--- config.mk ---
export PLATFORM = sky130hd
export DESIGN_NAME = eth_tx_pad_fcs
export DESIGN_NICKNAME = d
export VERILOG_FILES = /design/src/rtl/eth_pkg.sv /design/src/rtl/eth_crc32_d8.sv /design/src/rtl/eth_tx_pad_fcs.sv
export SDC_FILE = /design/constraint.sdc
export NUM_CORES = 1
export LEC_CHECK = 0
export ABC_CLOCK_PERIOD_IN_PS = 4200
export BUFFER_PORTS_ARGS = -buffer_cell sky130_fd_sc_hd__buf_2
export CAP_MARGIN = 20
export CORE_MARGIN = 5
export CORE_UTILIZATION = 60
export CTS_BUF_LIST = sky130_fd_sc_hd__clkbuf_2
export CTS_CLUSTER_DIAMETER = 50
export DETAILED_ROUTE_END_ITERATION = 6
export PLACE_DENSITY = 0.82
export SLEW_MARGIN = 10
export SYNTH_ARGS = -nofsm -noshare
export SYNTH_HDL_FRONTEND = slang
export SYNTH_SLANG_ARGS = --single-unit
--- constraint.sdc ---
create_clock -name clki -period 4.2 [get_ports clki]
set_clock_uncertainty 0.05 [all_clocks]
set_input_delay 0.21 -clock clki [delete_from_list [all_inputs] [get_ports clki]]
set_output_delay 0.21 -clock clki [all_outputs]
set_load 0.05 [all_outputs]
--- src/rtl/eth_pkg.sv ---
// ----------------------------------------------------------------------------
// eth_pkg
// Shared definitions for the Ethernet transmit frame finisher and the
// byte-wide CRC-32 engine (also used by the receive-side FCS checker).
//   tx_state_e      : frame finisher states (data pass-through, pad, FCS)
//   CRC32_POLY_REFL : IEEE 802.3 CRC-32 polynomial, bit-reflected form
//   CRC32_INIT      : CRC register preset at the start of every frame
//   ETH_MIN_LEN     : minimum frame length before the FCS, in bytes
// ----------------------------------------------------------------------------
package eth_pkg;

    typedef enum logic [1:0] {
        S_DATA = 2'd0,
        S_PAD  = 2'd1,
        S_FCS  = 2'd2
    } tx_state_e;

    localparam logic [31:0] CRC32_POLY_REFL = 32'hEDB88320;
    localparam logic [31:0] CRC32_INIT      = 32'hFFFFFFFF;
    localparam int          ETH_MIN_LEN     = 60;

endpackage : eth_pkg

--- src/rtl/eth_crc32_d8.sv ---
// ----------------------------------------------------------------------------
// eth_crc32_d8
// Combinational CRC-32 update for one byte, reflected (LSB-first) form.
// The caller owns the CRC register, its preset and the final complement.
// Ports:
//   crc_i  [31:0] : current CRC register value
//   data_i [7:0]  : byte to absorb, bit 0 first
//   crc_o  [31:0] : CRC register value after absorbing data_i
// ----------------------------------------------------------------------------
module eth_crc32_d8
    import eth_pkg::*;
(
    input  logic [31:0] crc_i,
    input  logic [7:0]  data_i,
    output logic [31:0] crc_o
);

    logic [31:0] crc_v;

    // Eight serial LFSR steps unrolled into one combinational cone. In the
    // reflected form the data byte is folded into the low byte up front and
    // the register shifts right, feeding back the polynomial on a set LSB.
    always_comb begin
        crc_v = crc_i ^ {24'd0, data_i};
        for (int i = 0; i < 8; i++) begin
            if (crc_v[0]) begin
                crc_v = (crc_v >> 1) ^ CRC32_POLY_REFL;
            end else begin
                crc_v = crc_v >> 1;
            end
        end
        crc_o = crc_v;
    end

endmodule : eth_crc32_d8

--- src/rtl/eth_tx_pad_fcs.sv ---
// ----------------------------------------------------------------------------
// eth_tx_pad_fcs
// Transmit frame finisher between the LLC header encoder and the MAC/PHY.
// Header+payload bytes pass straight through; short frames are zero-padded
// up to MIN_LEN (when PAD_EN is set) and the 4-byte CRC-32 FCS is appended,
// least-significant byte first. Completed frames are counted.
// Parameters:
//   PAD_EN  : 1 pads short frames to MIN_LEN, 0 sends FCS right after data
//   MIN_LEN : minimum length before the FCS, 1..2047
// Ports:
//   clki, rsti         : clock, synchronous active-high reset
//   s_axis_tvalid/tready/tlast/tdata : upstream byte stream (tlast = last
//                        header+payload byte)
//   m_axis_tvalid/tready/tlast/tdata : downstream byte stream (tlast only on
//                        the final FCS byte)
//   frame_cnt_o [31:0] : completed frames, wraps at 2^32
// ----------------------------------------------------------------------------
module eth_tx_pad_fcs
    import eth_pkg::*;
#(
    parameter bit PAD_EN  = 1'b1,
    parameter int MIN_LEN = ETH_MIN_LEN
) (
    input  logic        clki,
    input  logic        rsti,
    input  logic        s_axis_tvalid,
    output logic        s_axis_tready,
    input  logic        s_axis_tlast,
    input  logic [7:0]  s_axis_tdata,
    output logic        m_axis_tvalid,
    input  logic        m_axis_tready,
    output logic        m_axis_tlast,
    output logic [7:0]  m_axis_tdata,
    output logic [31:0] frame_cnt_o
);

    // One bit wider than the byte counter so that byte_cnt+1 never wraps,
    // even with MIN_LEN at its 2047 maximum.
    localparam logic [11:0] MIN_LEN_W = 12'(MIN_LEN);

    tx_state_e   state_q;
    logic [31:0] crc_q;
    logic [10:0] byte_cnt_q;
    logic [1:0]  fcs_idx_q;
    logic [31:0] frame_cnt_q;

    logic [31:0] crc_d;
    logic [31:0] fcs;
    logic [7:0]  fcs_byte;
    logic [11:0] cnt_inc;
    logic [10:0] cnt_sat;
    logic        beat;

    // ------------------------------------------------------------------------
    // Output steering. In S_DATA the block is a wire from s_axis to m_axis;
    // in S_PAD/S_FCS everything comes from registered state so it holds
    // steady across downstream stalls.
    // ------------------------------------------------------------------------
    assign fcs = ~crc_q;

    always_comb begin
        fcs_byte = fcs[7:0];
        case (fcs_idx_q)
            2'd0:    fcs_byte = fcs[7:0];
            2'd1:    fcs_byte = fcs[15:8];
            2'd2:    fcs_byte = fcs[23:16];
            default: fcs_byte = fcs[31:24];
        endcase
    end

    always_comb begin
        m_axis_tvalid = 1'b0;
        m_axis_tdata  = 8'h00;
        m_axis_tlast  = 1'b0;
        s_axis_tready = 1'b0;
        case (state_q)
            S_DATA: begin
                m_axis_tvalid = s_axis_tvalid;
                m_axis_tdata  = s_axis_tdata;
                s_axis_tready = m_axis_tready;
            end
            S_PAD: begin
                m_axis_tvalid = 1'b1;
                m_axis_tdata  = 8'h00;
            end
            S_FCS: begin
                m_axis_tvalid = 1'b1;
                m_axis_tdata  = fcs_byte;
                m_axis_tlast  = (fcs_idx_q == 2'd3);
            end
            default: begin
                m_axis_tvalid = 1'b0;
            end
        endcase
    end

    // A downstream beat; in S_DATA this is also the upstream handshake.
    assign beat = m_axis_tvalid && m_axis_tready;

    // The CRC absorbs whatever byte goes out during data and pad, so padding
    // is covered by the FCS exactly as the receiver will see it.
    eth_crc32_d8 u_crc (
        .crc_i  (crc_q),
        .data_i (m_axis_tdata),
        .crc_o  (crc_d)
    );

    assign cnt_inc = {1'b0, byte_cnt_q} + 12'd1;
    assign cnt_sat = (cnt_inc >= MIN_LEN_W) ? MIN_LEN_W[10:0] : cnt_inc[10:0];

    // ------------------------------------------------------------------------
    // Frame FSM and counters. Only beats advance anything, so a stall freezes
    // the whole block.
    // ------------------------------------------------------------------------
    always_ff @(posedge clki) begin
        if (rsti) begin
            state_q     <= S_DATA;
            crc_q       <= CRC32_INIT;
            byte_cnt_q  <= 11'd0;
            fcs_idx_q   <= 2'd0;
            frame_cnt_q <= 32'd0;
        end else if (beat) begin
            case (state_q)
                S_DATA: begin
                    crc_q      <= crc_d;
                    byte_cnt_q <= cnt_sat;
                    if (s_axis_tlast) begin
                        // Pad only if this last byte still leaves the frame short.
                        if (PAD_EN && (cnt_inc < MIN_LEN_W)) begin
                            state_q <= S_PAD;
                        end else begin
                            state_q <= S_FCS;
                        end
                    end
                end
                S_PAD: begin
                    crc_q      <= crc_d;
                    byte_cnt_q <= cnt_sat;
                    if (cnt_inc >= MIN_LEN_W) begin
                        state_q <= S_FCS;
                    end
                end
                S_FCS: begin
                    if (fcs_idx_q == 2'd3) begin
                        frame_cnt_q <= frame_cnt_q + 32'd1;
                        crc_q       <= CRC32_INIT;
                        byte_cnt_q  <= 11'd0;
                        fcs_idx_q   <= 2'd0;
                        state_q     <= S_DATA;
                    end else begin
                        fcs_idx_q <= fcs_idx_q + 2'd1;
                    end
                end
                default: begin
                    state_q <= S_DATA;
                end
            endcase
        end
    end

    assign frame_cnt_o = frame_cnt_q;

endmodule : eth_tx_pad_fcs

-- Yosys cells after proc, flatten, opt, wreduce, memory -nomap -nowiden
Cells that the tools add are included.
W data, S select, Z words.
- output and inout bits: 43
- logic and storage cells: 62
- register bits after elaboration: 79
- equality and inequality tests: 8
- reductions and logical operators: 10
- bitwise gates (word level): 10
- add/sub/neg operators: 3
- mux-type cells: 24
- $lt $le $gt $ge: 2
- operator list (cell ; count):
    $mux W32 ; 9
    $not A13 Y14 ; 8
    $pmux W32 S2 ; 1
    $add A32 B1 Y32 const B ; 1
    $not A32 Y32 ; 1
    $xor A32 B8 Y32 ; 1
    $pmux W8 S3 ; 1
    $mux W11 ; 2
    $pmux W11 S2 ; 1
    $pmux W8 S2 ; 1
    $add A11 B1 Y12 const B ; 1
    $ge A12 B6 Y1 const B ; 1
    $lt A12 B6 Y1 const B ; 1
    $mux W2 ; 5
    $eq A2 B2 Y1 const B ; 3
    $ne A2 B2 Y1 const B ; 3
    $pmux W2 S3 ; 1
    $reduce_and A3 Y1 ; 2
    $eq A2 B1 Y1 const B ; 2
    $logic_not A2 Y1 ; 2
    $reduce_and A4 Y1 ; 1
    $reduce_or A2 Y1 ; 2
    $add A2 B1 Y2 const B ; 1
    $mux W1 ; 2
    4 further kinds ; 4

-- Longest topological paths before layout
Gate-level depths: netlist of run 1.
- depth in word-level cells: 21
- mapped depth: 12
- gate-level depth less buffers: 10

-- Hierarchy
A second synthesis of run 1 with hierarchy kept.
- cell total of the unflattened synthesis: 537
- area total of the unflattened synthesis: 4817.1 um2
- modules (own cells, without submodules) (module ; area each (um2) ; times used ; cells an instance):
    eth_tx_pad_fcs ; 3862.5 ; 1 ; 473
    eth_crc32_d8 ; 954.7 ; 1 ; 64

-- Worst setup path after synthesis of run 1
Ideal clock, no wire load.
- path type: reg2reg
- from: reg fcs_idx_q[0]
- to: reg crc_q[19]
- path slack: 0.819 ns
- path buffers: 0
- cell stages (with the launch flop): 11
- period minus slack after synthesis: 3.381 ns
- arrival time: 3.257 ns
- cells stage by stage: dfxtp_1 > inv_1 > ha_1 > nor2b_1 > or4_1 > a32o_1 > xor2_2 > xnor3_2 > xnor2_2 > xnor3_1 > a31oi_1
- word-level cells in the longest chain between the ends: 18
- elaborated cells between the ends (all ways): 25
- classes of those cells: 4 x eq/ne; 11 x mux; 8 x bitwise; 2 x reduce/logical
- RTL lines (what ; RTL line ; text):
    from (decl) ; eth_tx_pad_fcs.sv:44 ; logic [1:0] fcs_idx_q;
    from (signal assigned) ; eth_tx_pad_fcs.sv:151 ; fcs_idx_q <= fcs_idx_q + 2'd1;
    $eq A2 B2 Y1, or another cell as far along ; eth_tx_pad_fcs.sv:63 ; case (fcs_idx_q)
    $pmux W8 S3 (*) ; eth_tx_pad_fcs.sv:63 ;
    $pmux W8 S2 (*) ; eth_tx_pad_fcs.sv:76 ; case (state_q)
    named net m_axis_tdata[0] ; eth_tx_pad_fcs.sv:33 ; output logic [7:0] m_axis_tdata,
    $xor A32 B8 Y32 (*) ; eth_crc32_d8.sv:24 ; crc_v = crc_i ^ {24'd0, data_i};
    $mux W32 (*) (2 in series) ; eth_crc32_d8.sv:26 ; if (crc_v[0]) begin
    $not A13 Y14 (no line) ; -- ;
    $mux W32 (*) ; eth_crc32_d8.sv:26 ;
    $not A13 Y14 (no line) ; -- ;
    $mux W32 (*) (2 in series) ; eth_crc32_d8.sv:26 ;
    $not A13 Y14 (no line) ; -- ;
    $mux W32 (*) ; eth_crc32_d8.sv:26 ;
    $not A13 Y14 (no line) ; -- ;
    $mux W32 (*) ; eth_crc32_d8.sv:26 ;
    $not A13 Y14 (no line) ; -- ;
    $mux W32 (*) ; eth_crc32_d8.sv:26 ;
    $pmux W32 S2 (*) ; eth_tx_pad_fcs.sv:123 ; case (state_q)
    to (signal assigned) ; eth_tx_pad_fcs.sv:125 ; crc_q <= crc_d;
    to (signal assigned) ; eth_tx_pad_fcs.sv:137 ; crc_q <= crc_d;
    to (decl) ; eth_tx_pad_fcs.sv:42 ; logic [31:0] crc_q;
Mark *: on every way through the listed nets, which the timed path passes. The rest lies on a longest branch.
A chain may end at the register's enable or synchronous reset.

-- Worst setup path in the final report of run 1
- from: reg fcs_idx_q[0]
- to: reg crc_q[19]
- word-level cells in the longest chain between the ends: 18
- elaborated cells between the ends (all ways): 25
- classes of those cells: 4 x eq/ne; 11 x mux; 8 x bitwise; 2 x reduce/logical
- RTL lines (what ; RTL line):
    $eq A2 B2 Y1, or another cell as far along ; eth_tx_pad_fcs.sv:63
    $pmux W8 S3 ; eth_tx_pad_fcs.sv:63
    $pmux W8 S2 ; eth_tx_pad_fcs.sv:76
    $xor A32 B8 Y32 ; eth_crc32_d8.sv:24
    $mux W32 (2 in series) ; eth_crc32_d8.sv:26
    $not A13 Y14 (no line) ; --
    $mux W32 ; eth_crc32_d8.sv:26
    $not A13 Y14 (no line) ; --
    $mux W32 (2 in series) ; eth_crc32_d8.sv:26
    $not A13 Y14 (no line) ; --
    $mux W32 ; eth_crc32_d8.sv:26
    $not A13 Y14 (no line) ; --
    $mux W32 ; eth_crc32_d8.sv:26
    $not A13 Y14 (no line) ; --
    $mux W32 ; eth_crc32_d8.sv:26
    $pmux W32 S2 ; eth_tx_pad_fcs.sv:123
Several ways; a longest one is shown, not always the timed one.

==> summary.md, run 1 <==
| Metric | Value |
|---|---|
| CP Data Required Time | 4.60 ns |
| Pins Over Slew Limit | 0 |
| Flop-to-flop setup slack | 0.64 ns |
| Clk buf depth | 2 |
| FF-to-FF End | crc_q[19] |
| Leak | about 1.9 nW |
| Sink Count | 79 |
| Reg2reg start | fcs_idx_q[0] |
| Max IR drop VDD | 0.0002973 V |
| Fmax achieved | between 0.2 and 0.3 GHz |
| Io pins | 56 |
| Diodes inserted | 0 |
| Filler cells | roughly 600 |
| # nets final | between 500 and 600 |
| Die H | approximately 95 microns |
| Port Buf Inserts | 55 |
| Syn Area/Cell | between 8 and 9 sq um |
| CP Cell Sequence | inv_1 -> ha_1 -> nor2b_1 -> or4_1 -> a32o_1 -> xor2_2 -> xnor3_2 -> xnor2_2 -> xnor3_1 -> a31oi_1 |
| Overflow after GRT | 0 |
| Fraction of layout cells with a size suffix above 1 | roughly 16% |
| Die area | 9110 sq um |
| Detailed Route Iter0 Violations | roughly 240 |
| Worst slew margin | slightly above 30% |
| Critical path's top delay family | XOR/XNOR gates |
| Syn Std Cell Area | around 4400 sq um |
| Worst min path class | in -> reg |
| Clock slew at reported path FFs | around 0.23 ns |
| CTS Hold Buffers Added | 0 |
| Cell count of the worst hold path | 4 |
| Final setup fails | 0 |
| RSZ-0062 raised after global routing | no |
| Commonest register cell after synthesis | dfxtp_1 |
| Die Wd | about 95 microns |
| DP HPWL | about 7.3 mm |
| Synth Instances | 503 |
| Largest net degree at the start of global routing | 64 |
| RD Place Congestion | between 0.9 and 1 |
| Area of the multi-input gates | approximately 2700 sq um |
| Vias | approximately 3.7k |
| Setup CP Type | reg -> reg |
| Worst r2r path cells | 10 |
| Drt via density | approximately 5.7 |
| Area share of the largest cell type after synthesis | between 30 and 40% |
| Final setup TNS | 0 ns |
| Flops & latches, synth | roughly 80 |
| Starting density of the core | about three fifths |
| Post-CTS setup buffer count | 0 |
| Root buf cell | clkbuf_2 |
| Async SR Flop Fraction | 0% |
| Initial antenna violation count | 0 |
| Vias in the first global route | about 3.7k |
| Later-pin clock latency in the skew report | approximately 0.53 ns |
| Drt first pass iters | 5 |
| Final wirelength | about 10 mm |
| Critical path peak fanout | 9 |
| Area growth syn-to-layout | 10.94% |
| CP bufs+invs | 1 |
| First-pass GRT wire length | approximately 17 mm |
| Crit path capture type | register |
| Worst Hold Endpoint | state_q[0] |
| Worst slew pin tran | about 1.0 ns |
| # rows | 31 |
| Status | complete, no violations |
| Power Dens Cells | about 520 nW/um^2 |
| Tmin final | 3.563 ns |
| DRC errors left | 0 |
| CP peak stage delay | around 0.5 ns |
| Critical Path Source Type | register |
| Antenna Nets Post-Route | 0 |
| Max-cap viol count | 0 |
| Fin. Hold Viols | 0 |
| EDFF count, synth | 0 |
| Cts repair resizes | 0 |
| Core box area | 7176 sq um |
| CTS H-tree lvls | 3 |
| Crit path DAT | between 3 and 4 ns |
| Hold path startpoint | s_axis_tlast |
| Register Area | between 1500 and 2000 sq um |
| Syn_nets | between 500 and 600 |
| TritonCTS buffer count | 9 |
| Synth cell types | 48 |
| Final Cell Area | between 4000 and 5000 sq um |
| Placed Area | about 4700 sq um |
| Largest cells by area after synthesis | dfxtp_1 36%, xnor2_1 8.8%, xor2_1 8.8% |
| Yosys warnings | 0 |
| Cell taking the most area after synthesis | dfxtp_1 |
| Final period util | between 80% and 90% |
| Slowest CP cell | or4_1 |
| GRT Total Usage | roughly a quarter |
| Sequential fraction of the synthesis area | between 30% and 40% |
| WL/cell | roughly 15 microns |
| CTS tree | built |
==> per-stage QoR <==
step	cells	setup slack (ns)	util [%]	hold WS [ns]	total power, mW
floorplan	503	0.8193	-	0.3705	1.894
global placement	644	0.9055	66.16	0.3829	2.087
detailed placement	644	0.7361	66.16	0.3901	2.113
CTS	659	0.6761	67.65	0.02058	2.516
global route	659	0.4727	67.72	0.04354	2.658
finish	659	0.6373	67.72	0.05889	2.524
==> how the worst max path moves through the flow <==
stage               cells after the start  slack (ns)          from        end
CTS                                    10        0.68  fcs_idx_q[0]  crc_q[19]
floorplan                              10        0.82  fcs_idx_q[0]  crc_q[19]
global placement                       10        0.91  fcs_idx_q[0]  crc_q[19]
detailed placement                     10        0.74  fcs_idx_q[0]  crc_q[19]
global route                           10        0.47  fcs_idx_q[0]  crc_q[19]
finish                                 10        0.64  fcs_idx_q[0]  crc_q[19]
==> logic make-up after synthesis <==
logic type               after synthesis  synth area share (%)
XOR/XNOR                             101                 23.39
AND/OR/NAND/NOR                      202                 22.77
buffers and inverters                 31                 2.799
multiplexers                           1                0.2285
AO/OA/AOI/OAI                         79                 11.85
flip-flops                            79                 36.10
adder cells (fa/ha/maj)               10                 2.856
==> report_power, final <==
group | switching [mW] | internal, mW
sequential | 0.101 | 0.842
clock | 0.270 | 0.131
combinational | 0.618 | 0.562
==> flip-flops by register name, indices dropped and copies added, names as in the netlist <==
signal,count
state_q,2
frame_cnt_o,32
byte_cnt_q,11
fcs_idx_q,2
crc_q,32
==> tightest hold or removal path: cells and delay by family <==
kind | cells | cell delay (ns)
buf+inv | 1 | 0.08
compound gates | 2 | 0.20
simple gates | 1 | 0.11
==> cell usage after synthesis, types with 2 or more instances <==
cell / count
and2_1: 9
a311oi_1: 2
or4_1: 3
o31ai_1: 3
nor3_1: 4
or3_1: 3
a21boi_1: 4
nand4_1: 8
xor2_1: 44
ha_1: 10
o41ai_1: 4
a2111oi_0: 3
nor2b_1: 23
nand2b_1: 15
nor2_1: 66
xnor2_1: 44
a21oi_1: 24
o32a_1: 3
clkbuf_1: 14
nand2_1: 39
xnor2_2: 3
o21ai_1: 3
a31oi_1: 3
or2_2: 2
nand3_1: 20
buf_2: 5
xnor3_1: 2
a22oi_1: 3
o21ai_0: 4
o22ai_1: 15
inv_1: 12
dfxtp_1: 79
xor2_2: 5
and4_1: 5
and3_1: 3
a32o_1: 2
==> layout make-up <==
cell class                      instances  area share [%]
Inverter                               12          0.9269
Clock inverter                          6           1.287
Sequential cell                        79           32.54
Tap cell                               99           2.549
Timing Repair Buffer                   61           6.591
Clock buffer                            9          0.9269
Multi-Input combinational cell        393           55.18
==> cells in the final DEF (no fill, tap or decap), drive strengths merged, types with 4 or more instances in the layout <==
cell type,Yosys,layout
a21oi,24,24
xnor2,48,48
and2,9,9
clkbuf,14,9
ha,10,10
nor2b,23,23
nor2,66,66
o22ai,15,15
dfxtp,79,79
nor3,4,4
nand4,8,8
inv,12,12
nand2,39,39
o41ai,4,4
nand3,20,20
and4,5,5
buf,5,61
nand2b,15,15
o21ai,7,7
xor2,50,50
a21boi,4,4
==> metal layers <==
metal	global-route usage, %	part of all wire, %
met4	11.02	2.7
met1	29.88	45
met3	4.420	6.1
met2	39.36	47
met5	0	0
Note: power is estimated with default switching activity, not from simulation.
==> run 2, diff against run 1 <==
Settings changed: ABC_CLOCK_PERIOD_IN_PS 4200 to 3400.
Clock period 4.2 ns to 3.4 ns, I/O delays scaled along.
==> summary.md, run 2 (synthesized netlist as in run 1, its figures left out) <==
| Metric | Value |
|---|---|
| Crit path capture type | register |
| Placed Area | 4830 sq um |
| Sw Ratio | 38.96% |
| Clock network fraction of total power | 16.4% |
| Initial antenna violation count | 0 |
| Logic pwr share | between 40% and 50% |
| Status | complete, no violations |
| Vias | 3,829 |
| GRT Total Usage | 25.06% |
| DP HPWL | 7.701 mm |
| Leak | slightly above 2 nW |
| RSZ-0062 raised after global routing | no |
| Antenna Nets Post-Route | 0 |
| Flop-to-flop setup slack | 0.12 ns |
| Critical path peak fanout | 9 |
| Crit path DAT | 3.73 ns |
| # nets final | slightly below 600 |
| Critical Path Source Type | register |
| Vias in the first global route | approximately 3.8k |
| Largest net degree at the start of global routing | 42 |
| Clk buf depth | 2 |
| Finished Core Util | a little over two thirds |
| Final setup fails | 0 |
| CTS H-tree lvls | 3 |
| Most common cell after layout, fill and taps aside | dfxtp_1 |
| WL/cell | between 15 and 20 microns |
| Starting density of the core | around 61% |
| Max-cap viol count | 0 |
| Clock slew at reported path FFs | 0.22 ns |
| Final setup TNS | 0 ns |
| Io pins | between 50 and 60 |
| Later-pin clock latency in the skew report | around 0.55 ns |
| Die Wd | roughly 95 microns |
| Worst slew pin tran | just under 0.7 ns |
| Fmax achieved | 0.3045 GHz |
| Overflow after GRT | 0 |
| Psw | 1.279 mW |
| Worst min path class | in -> reg |
| Root buf cell | clkbuf_2 |
| Final wirelength | 10.72 mm |
| CP peak stage delay | approximately 0.5 ns |
| Port Buf Inserts | 55 |
| Fin. Hold Viols | 0 |
| Max IR drop VDD | between 0.0003 and 0.0004 V |
| Drt via density | 5.673 |
| Pins Over Slew Limit | 0 |
| Power Dens Cells | between 600 and 700 nW/um^2 |
| TritonCTS buffer count | 9 |
| Final period util | 96.58% |
| CTS tree | built |
| P_int | between 2 and 2.5 mW |
| Final Cell Area | roughly 5000 sq um |
| Total power after layout | between 3 and 4 mW |
| # rows | 31 |
| Fraction of layout cells with a size suffix above 1 | 18.58% |
| Diodes inserted | 0 |
| DRC errors left | 0 |
| Area growth syn-to-layout | 14.37% |
| Drt first pass iters | 5 |
| Worst slew margin | between 50% and 60% |
| Die H | 95.45 microns |
| RD Place Congestion | just under 1 |
| Non-Filler Instances | approximately 680 |
| CP Data Required Time | 3.84 ns |
| Core box area | 7176 sq um |
| Placed insts | roughly 660 |
| Flop pwr share | between 30 and 40% |
| Hold Slack | ~0.059 ns |
| Post-route setup slack | approximately 0.12 ns |
| Sink Count | slightly below 80 |
| Most frequent cells in the layout | 79 x dfxtp_1, 66 x nor2_1, 55 x buf_2 |
| Detailed Route Iter0 Violations | between 150 and 200 |
| Tmin final | 3.284 ns |
| Die area | ~9100 sq um |
| Worst slack, placed | 0.05159 ns |
| First-pass GRT wire length | about 18 mm |
| CP Cell Sequence | inv_1 -> ha_1 -> nor2b_1 -> or4_1 -> a32o_1 -> xor2_4 -> xnor3_2 -> xnor2_2 -> xnor3_1 -> a31oi_1 |
| Setup CP Type | reg -> reg |
| Slowest CP cell | or4_1 |
## run 2: worst max-delay path: cells and delay by family, from the launching register on
family,cells,cell delay [ns]
AOI/OAI and AO/OA,2,0.50
buffers and inverters,1,0.08
and+or+nand+nor,2,0.68
DFF,1,0.45
xor gates and xnor gates,4,1.16
adders and majority gates,1,0.32
## run 2: per-layer routing
| layer | wire, microns | vias up | global-route usage [%] |
|---|---|---|---|
| li1 | - | 1836 | - |
| met1 | 4590 | 1819 | 30.92 |
| met2 | 5180 | 145 | 42.57 |
| met3 | 694 | 29 | 5.604 |
| met4 | 254 | 0 | 9.479 |
| met5 | 0 | - | 0 |
## run 2: worst paths after layout
path / from / endpoint / cells past startpoint
setup reg to reg: fcs_idx_q[0] / crc_q[19] / 10
hold / removal: m_axis_tready / crc_q[19] / 4
hold reg to reg: byte_cnt_q[10] / byte_cnt_q[10] / 1
setup / recovery: fcs_idx_q[0] / crc_q[19] / 10
## run 2: final cells by class
class	count	area (sq um)
multi-input cells	393	2700
fillers	602	2166
flip-flops and latches	79	1582
repair buffers	76	435.4
well taps	99	123.9
clock inverters	7	78.83
clock buffers	9	45.04
inverters	12	45.04
## run 2: power by group through the flow
stage                     clock network (mW)  logic, mW  registers [mW]
after floorplan                            0       1.19            1.15
after global placement                     0       1.46            1.18
after detailed placement                   0       1.49            1.19
after CTS                              0.543       1.49            1.17
after global routing                   0.593       1.69            1.19
final                                  0.538       1.57            1.17
## run 2: timing repair
item	4_1_cts	5_1_grt
resized for setup	0	2
setup endpoints to repair	0	2
endpoints found under the hold margin	2	0
setup buffers	0	3
hold buffers	1	0
